--- src/rtl/uart_pkg.sv ---
// Shared definitions for the memory-mapped UART transmitter:
// FSM encoding, status bit positions and frame constants.
package uart_pkg;

   localparam logic [1:0] ST_IDLE  = 2'd0;
   localparam logic [1:0] ST_START = 2'd1;
   localparam logic [1:0] ST_DATA  = 2'd2;
   localparam logic [1:0] ST_STOP  = 2'd3;

   typedef enum logic [1:0] {
      IDLE  = ST_IDLE,
      START = ST_START,
      DATA  = ST_DATA,
      STOP  = ST_STOP
   } tx_state_t;

   localparam int BUSY  = 0;
   localparam int FULL  = 1;
   localparam int EMPTY = 2;
   localparam int OVF   = 3;

   localparam int CLR_BIT    = 31;
   localparam int FRAME_BITS = 10;
   localparam int DATA_BITS  = 8;

   function automatic int baud_div(input int clk_freq, input int baud_rate);
      return clk_freq / baud_rate;
   endfunction

endpackage

--- src/rtl/uart_tx_fifo.sv ---
// Byte FIFO in front of the serialiser; extra pointer MSB
// separates full from empty.
module uart_tx_fifo
   import uart_pkg::*;
#(
   parameter int FIFO_DEPTH = 4
) (
   input  logic       clk,
   input  logic       reset,
   input  logic       push,
   input  logic       pop,
   input  logic [7:0] din,
   output logic [7:0] dout,
   output logic       full,
   output logic       empty
);

   localparam int AW = $clog2(FIFO_DEPTH);

   logic [7:0] mem [FIFO_DEPTH];
   logic [AW:0] wr_ptr;
   logic [AW:0] rd_ptr;
   logic        do_pop;
   logic        do_push;

   assign empty = (wr_ptr == rd_ptr);
   assign full  = (wr_ptr[AW] != rd_ptr[AW])
               && (wr_ptr[AW-1:0] == rd_ptr[AW-1:0]);

   // A pop on the same edge frees the slot a full-FIFO push needs
   assign do_pop  = pop & ~empty;
   assign do_push = push & (~full | do_pop);

   assign dout = mem[rd_ptr[AW-1:0]];

   always_ff @(posedge clk or posedge reset) begin
      if (reset) begin
         wr_ptr <= '0;
         rd_ptr <= '0;
      end else begin
         if (do_push) wr_ptr <= wr_ptr + 1'b1;
         if (do_pop)  rd_ptr <= rd_ptr + 1'b1;
      end
   end

   always_ff @(posedge clk) begin
      if (do_push) mem[wr_ptr[AW-1:0]] <= din;
   end

endmodule

--- src/rtl/uart_tx_peripheral.sv ---
// Memory-mapped 8N1 UART transmitter: store decode, TX FIFO,
// bit-timing FSM and a combinational status word.
module uart_tx_peripheral
   import uart_pkg::*;
#(
   parameter int WORD_LENGTH = 32,
   parameter int CLK_FREQ    = 50000000,
   parameter int BAUD_RATE   = 115200,
   parameter int FIFO_DEPTH  = 4
) (
   input  logic                   clk,
   input  logic                   reset,
   input  logic                   we,
   input  logic                   enableUART,
   input  logic [WORD_LENGTH-1:0] data,
   output logic [WORD_LENGTH-1:0] status,
   output logic                   uart_tx,
   output logic                   tx_done
);

   localparam int BAUD_DIV = baud_div(CLK_FREQ, BAUD_RATE);
   localparam int BW = (BAUD_DIV > 1) ? $clog2(BAUD_DIV) : 1;
   localparam logic [BW-1:0] BAUD_LAST = BW'(BAUD_DIV - 1);

   tx_state_t     state;
   tx_state_t     state_d;
   logic [BW-1:0] baud_cnt;
   logic [BW-1:0] baud_d;
   logic [2:0]    bit_cnt;
   logic [2:0]    bit_d;
   logic [7:0]    shift_reg;
   logic [7:0]    shift_d;
   logic          ovf;
   logic          ovf_d;
   logic          done_d;
   logic          baud_last;

   logic       wr;
   logic       clr;
   logic       push_req;
   logic       pop;
   logic       full;
   logic       empty;
   logic [7:0] fifo_dout;
   logic       unused_bits;

   assign wr       = we & enableUART;
   assign clr      = wr & data[CLR_BIT];
   assign push_req = wr & ~data[CLR_BIT];
   assign unused_bits = ^data;

   uart_tx_fifo #(
      .FIFO_DEPTH(FIFO_DEPTH)
   ) u_fifo (
      .clk  (clk),
      .reset(reset),
      .push (push_req),
      .pop  (pop),
      .din  (data[7:0]),
      .dout (fifo_dout),
      .full (full),
      .empty(empty)
   );

   assign baud_last = (baud_cnt == BAUD_LAST);

   always_ff @(posedge clk or posedge reset) begin
      if (reset) begin
         state     <= IDLE;
         baud_cnt  <= '0;
         bit_cnt   <= '0;
         shift_reg <= '0;
         ovf       <= 1'b0;
         tx_done   <= 1'b0;
      end else begin
         state     <= state_d;
         baud_cnt  <= baud_d;
         bit_cnt   <= bit_d;
         shift_reg <= shift_d;
         ovf       <= ovf_d;
         tx_done   <= done_d;
      end
   end

   always_comb begin
      state_d = state;
      baud_d  = baud_cnt;
      bit_d   = bit_cnt;
      shift_d = shift_reg;
      done_d  = 1'b0;
      pop     = 1'b0;
      if (state != IDLE) begin
         baud_d = baud_last ? '0 : baud_cnt + 1'b1;
      end
      unique case (state)
         IDLE: begin
            baud_d = '0;
            if (!empty) begin
               pop     = 1'b1;
               shift_d = fifo_dout;
               state_d = START;
            end
         end
         START: begin
            if (baud_last) begin
               state_d = DATA;
               bit_d   = '0;
            end
         end
         DATA: begin
            if (baud_last) begin
               shift_d = {1'b0, shift_reg[7:1]};
               bit_d   = bit_cnt + 1'b1;
               if (bit_cnt == 3'd7) state_d = STOP;
            end
         end
         STOP: begin
            if (baud_last) begin
               state_d = IDLE;
               done_d  = 1'b1;
            end
         end
         default: state_d = IDLE;
      endcase
   end

   // Overflow is sticky; only an explicit clear command drops it
   always_comb begin
      ovf_d = ovf;
      if (clr) begin
         ovf_d = 1'b0;
      end else if (push_req && full && !pop) begin
         ovf_d = 1'b1;
      end
   end

   always_comb begin
      uart_tx = 1'b1;
      unique case (state)
         START:   uart_tx = 1'b0;
         DATA:    uart_tx = shift_reg[0];
         default: uart_tx = 1'b1;
      endcase
   end

   always_comb begin
      status        = '0;
      status[BUSY]  = (state != IDLE);
      status[FULL]  = full;
      status[EMPTY] = empty;
      status[OVF]   = ovf;
   end

endmodule

--- config.mk ---
export PLATFORM = sky130hd
export DESIGN_NAME = uart_tx_peripheral
export DESIGN_NICKNAME = d
export VERILOG_FILES = /design/src/rtl/uart_pkg.sv /design/src/rtl/uart_tx_fifo.sv /design/src/rtl/uart_tx_peripheral.sv
export SDC_FILE = /design/constraint.sdc
export NUM_CORES = 1
export LEC_CHECK = 0
export CORE_ASPECT_RATIO = 1.25
export CORE_UTILIZATION = 45
export DETAILED_ROUTE_END_ITERATION = 6
export PLACE_DENSITY = 0.73
export SLEW_MARGIN = 5
export SYNTH_ARGS = -nofsm -noshare
export SYNTH_HDL_FRONTEND = slang
export SYNTH_SLANG_ARGS = --single-unit
--- constraint.sdc ---
create_clock -name clk -period 1.75 [get_ports clk]
set_input_delay 0.35 -clock clk [delete_from_list [all_inputs] [get_ports clk]]
set_output_delay 0.35 -clock clk [all_outputs]
set_load 0.03 [all_outputs]
# Word level (Yosys, flattened, before mapping)
# Memory sizes are Yosys's and may differ from the RTL's.
# Cells that the tools add are included.
# word_totals
ramBits,32
n_memories,1
out_inout_bits,34
inputBits,36
wordCells,72
ff_bits,30
# op_classes
eq_ne,13
muxes,24
bitwise_logic,9
reduce_logical,13
add_sub_neg,4
# mem_list
memory,depth,word_bits,read_ports,rd_ports_with_merged_regs,wr,line,text
u_fifo.mem,4,8,1,0,1,uart_tx_fifo.sv:20,logic [7:0] mem [FIFO_DEPTH];
# op_table
cell,count
two-way mux 9 bit,3
two-way mux 8 bit,2
one-hot mux 8 bit (2 select lines),1
two-way mux 2 bit,5
"!= test 2 bit, second input constant",5
nonzero test 2 bit,5
"adder 3 x 1 -> 3 bit, second input constant",3
"adder 9 x 1 -> 9 bit, second input constant",1
"equality test 9 bit, second input constant",1
two-way mux 1 bit,8
one-hot mux 2 bit (4 select lines),1
two-way mux 3 bit,2
one-hot mux 3 bit (2 select lines),1
AND reduction 3 bit,2
AND 1 bit,5
AND reduction 5 bit,1
"equality test 2 bit, second input constant",2
equality test 3 bit,1
"equality test 3 bit, second input constant",1
logical AND 1 bit,3
inverter 1 bit,3
"equality test 2 x 1 -> 1 bit, second input constant",1
equality test 2 bit,1
logical NOT 2 bit,1
other kinds (4),4

# Logic depth before layout (Yosys ltp)
# logic_depth
depth_word,8
ltp_mapped,7
ltp_nobuf,6

# Modules after synthesis
# A second synthesis with hierarchy kept.
# hier_totals
hier_cells,230
area_unflattened_um2,3146.8
# by_module_without_submodules
mod,n_inst,seq_area_each_um2,cells_each,area_per_inst_um2
uart_tx_fifo,1,1111.1,78,1651.6
uart_tx_peripheral,1,600.6,152,1495.2

# Worst setup path after synthesis
# No wires, ideal clock.
# synth_timing
path_kind,register to register
from,register state[0]
to,"memory u_fifo.mem[3][0], enable pin"
t_arrival_ns,1.582
synth_period_minus_slack_ns,1.922
n_path_buf,1
required_ns,1.411
slack_ns,-0.172
stages_incl_launch_ff,7
setup_time_ns,0.339
path_cell_list,dfrtp_1 inv_1 ha_1 buf_2 inv_1 a41oi_2 and2_1
# synth_via
elab_chain_len,7
# synth_rtl
element,line,text
from (decl),uart_tx_peripheral.sv:25,tx_state_t state;
from (signal assigned),uart_tx_peripheral.sv:76,state <= state_d;
logical NOT 2 bit,uart_tx_peripheral.sv:95,unique case (state)
two-way mux 1 bit,uart_tx_peripheral.sv:95,
AND 1 bit,uart_tx_fifo.sv:31,assign do_pop = pop & ~empty;
bitwise OR 1 bit,uart_tx_fifo.sv:32,assign do_push = push & (~full | do_pop);
AND 1 bit,uart_tx_fifo.sv:32,
two-way mux 1 bit,uart_tx_fifo.sv:47,if (do_push) mem[wr_ptr[AW-1:0]] <= din;
two-way mux 1 bit (not written as such),uart_tx_fifo.sv:47,
to (decl),uart_tx_fifo.sv:20,
# Every way passes these cells.

# Worst setup path in the final report
# layout_timing
from,register u_fifo.rd_ptr[0]
to,output status[1]
# layout_via
elab_chain_len,2
# layout_rtl
element,line,text
from (decl),uart_tx_fifo.sv:22,logic [AW:0] rd_ptr;
from (signal assigned),uart_tx_fifo.sv:42,if (do_pop) rd_ptr <= rd_ptr + 1'b1;
equality test 2 bit,uart_tx_fifo.sv:28,&& (wr_ptr[AW-1:0] == rd_ptr[AW-1:0]);
logical AND 1 bit,uart_tx_fifo.sv:28,
to (decl),uart_tx_peripheral.sv:16,"output logic [WORD_LENGTH-1:0] status,"
# Every way passes these cells.

==> results.py <==
metrics = {
    "worst_setup_path": {
        "reg2reg_to": "shift_reg[5]",
        "rrSetupSlack_ns": 0.01,
        "cp_slowest_cell": "dfrtp_1",
        "arrival_ns": 1.45,
        "cp_max_fo": 4,
        "crit_type": "reg -> out",
        "crit_top_cell": "buf_6",
        "worstPathCellList": "buf_6 > xnor2_4 > and3_4 > buf_6",
        "r2r_start": "u_fifo.rd_ptr[0]",
        "rr_worst_depth": 4,
        "end_kind": "output port",
        "worstSetupStartpointType": "register",
        "critPathRequiredTime_ns": 1.40,
        "max_stage_delay_ns": 0.42,
    },
    "clock_network": {
        "clk_latency_ns": 0.34,
        "cts_tree": "yes",
        "clock_path_buffers": 2,
        "ctsHtreeMaxLevel": 3,
        "ctsHoldBuffers": 0,
        "cts_inserted_buffers": 9,
        "cts_sinks": 62,
        "cts-root-buf": "clkbuf_8",
        "clk_pin_slew_worst_paths_ns": 0.08,
    },
    "outcome": {
        "status": "finished, violations left",
        "violations": "negative setup slack",
    },
    "power_and_ir_drop": {
        "leakagePower_nw": 1.67,
        "power-per-cell-area_nw_per_um2": 1680,
        "ir_drop_v": 0.00109,
        "power_mw": 6.55,
    },
    "floorplan": {
        "rows": 33,
        "start_util_pct": 46.9,
        "dieArea_um2": 7220,
        "fp.dieH_um": 94.8,
        "die_w_um": 76.2,
        "ios": 70,
        "core_um2": 6610,
    },
    "timing": {
        "finalWorstSetupSlack_ns": -0.0519,
        "hold_viol": 0,
        "fin_worst_skew_ns": 0.00694,
        "rsz0062_at_grt": "yes",
        "min_period_ns": 1.80,
        "setup_violations": 3,
        "report.final.slew_viol_count": 0,
        "period_share_pct": 103,
        "fmax_mhz": 555,
        "worst_hold_slack_ns": 0.388,
    },
    "synthesis": {
        "ys_seq_area_share_pct": 55.2,
        "syn_area_um2": 3100,
        "synth_top_area_share_pct": 31.0,
        "synth_ff_type": "edfxtp_1",
        "synth_area_per_cell_um2": 14.1,
        "synthArstFlopShare_pct": 48.4,
        "synthDistinctLibCells": 39,
        "synth-edff-count": 32,
        "yosysTopAreaCell": "edfxtp_1",
        "yosys-top-cells-count": "buf_4, edfxtp_1, dfrtp_1, ha_1, nor2_1",
        "yosys-top-cells-area": "edfxtp_1, dfrtp_1, buf_4",
        "yosys_warnings": 0,
        "ys_seq_elements": 62,
        "synth_cells": 220,
    },
    "detailed_routing": {
        "drt-wirelength-per-cell_um": 13.3,
        "wirelength_mm": 5.02,
        "drc": 0,
        "drtPass1Iterations": 4,
        "via_per_inst": 4.72,
        "ant_nets": 0,
        "drt_iter0_markers": 39,
        "vias": 1778,
    },
    "global_route": {
        "grt_max_degree": 31,
        "grt.total_usage_pct": 15.3,
        "grt_overflow": 0,
        "grt_pass1_wl_mm": 8.33,
        "first_global_vias": 1793,
        "antenna_found_initial": 0,
    },
    "placement": {
        "place.gp.congestion": 0.707,
        "dpl-instance-area_um2": 3450,
        "io_buffers": 18,
        "place_hpwl_mm": 3.36,
    },
    "finish": {
        "largest_register_ffs": 32,
        "antennaDiodeCount": 0,
        "final_nets": 335,
        "final_area_um2": 3890,
        "drive_gt1_share_pct": 40.0,
        "area_growth_pct": 25.6,
        "fillCellCount": 539,
    },
    "worst_hold_path": {
        "hold_class": "in -> async",
    },
    "run": {
        "drv_cap": 0,
    },
}
per-stage QoR:
stage | utilization [%] | TNS, ns | instances | setup slack [ns]
after floorplan | - | -0.682 | 247 | -0.0284
after global placement | 52.3 | -3.46 | 342 | -0.130
after detailed placement | 52.3 | -3.54 | 342 | -0.139
after CTS | 57.5 | -0.305 | 367 | -0.0963
after global routing | 58.9 | -1.77 | 377 | -0.127
final | 58.9 | -0.124 | 377 | -0.0519
what timing repair did:
item                       in CTS  in global routing
pin swaps                       5                  8
setup buffers                   9                  9
setup endpoints to repair      12                 56
gates cloned                    0                  1
gates resized for setup        23                 16
report_power, final:
part | switching (mW) | internal (mW) | total (mW)
Clock | 0.594 | 0.529 | 1.12
Sequential | 0.247 | 1.84 | 2.09
Combinational | 1.46 | 1.88 | 3.34
cell type report:
class	count	area, um2	area share (%)
clock buffer	9	124	3.18
clock inverter	7	56.3	1.45
sequential	62	1710	44.0
multi-input combinational	139	1310	33.7
timing repair buffer	62	531	13.6
inverter	11	47.5	1.22
tap	87	109	2.80
placed cells by master (no fill, tap or decap), drive strengths merged, types with 2 or more instances in the layout:
master / Yosys / routed
xor2: 4 / 4
nor3: 2 / 2
dfrtp: 30 / 30
inv: 11 / 13
buf: 36 / 48
and2: 5 / 6
clkinvlp: 0 / 2
clkdlybuf4s50: 0 / 13
mux4: 8 / 8
mux2i: 3 / 3
a21oi: 3 / 3
clkinv: 0 / 3
edfxtp: 32 / 32
mux2: 14 / 14
conb: 1 / 28
nor2: 13 / 13
clkbuf: 0 / 9
xnor2: 11 / 11
and3: 3 / 3
nand2: 4 / 4
a32o: 2 / 2
nand3: 9 / 9
nand4: 3 / 3
o21ai: 2 / 2
ha: 14 / 14
worst max-delay path, delay by kind of cell (launching register included):
| kind | cells | cell delay (ns) |
|---|---|---|
| xor+xnor | 1 | 0.20 |
| buf+inv | 2 | 0.27 |
| flops | 1 | 0.42 |
| simple gates | 1 | 0.22 |
kinds of logic after synthesis:
family,share of synthesized area [%]
flops,55.2
buf+inv,10.1
simple gates,7.59
mux,12.8
xor+xnor,4.72
fa+ha+maj,5.65
compound gates,3.71
other cells,0.121
layer usage:
metal  routed length [um]  GRT usage, %  up-vias  part of all wire, %
li1                     -             -      859                    -
met1                 2080          17.1      864                   42
met2                 2640          27.0       45                   53
met3                  171          4.64       10                  3.4
met4                  117          6.73        0                  2.3
met5                    0             0        -                    0
how the worst max path moves through the flow:
stage	start	to	depth (start not counted)
5_1_grt	u_fifo.rd_ptr[0]	status[1]	4
3_5_place_dp	data[31]	u_fifo.mem[0][2]	4
4_1_cts	state[1]	uart_tx	5
3_3_place_gp	data[31]	u_fifo.mem[0][2]	4
6_report	u_fifo.rd_ptr[0]	status[1]	4
2_1_floorplan	state[1]	u_fifo.mem[0][0]	6
(Power assumes the default switching activity.)
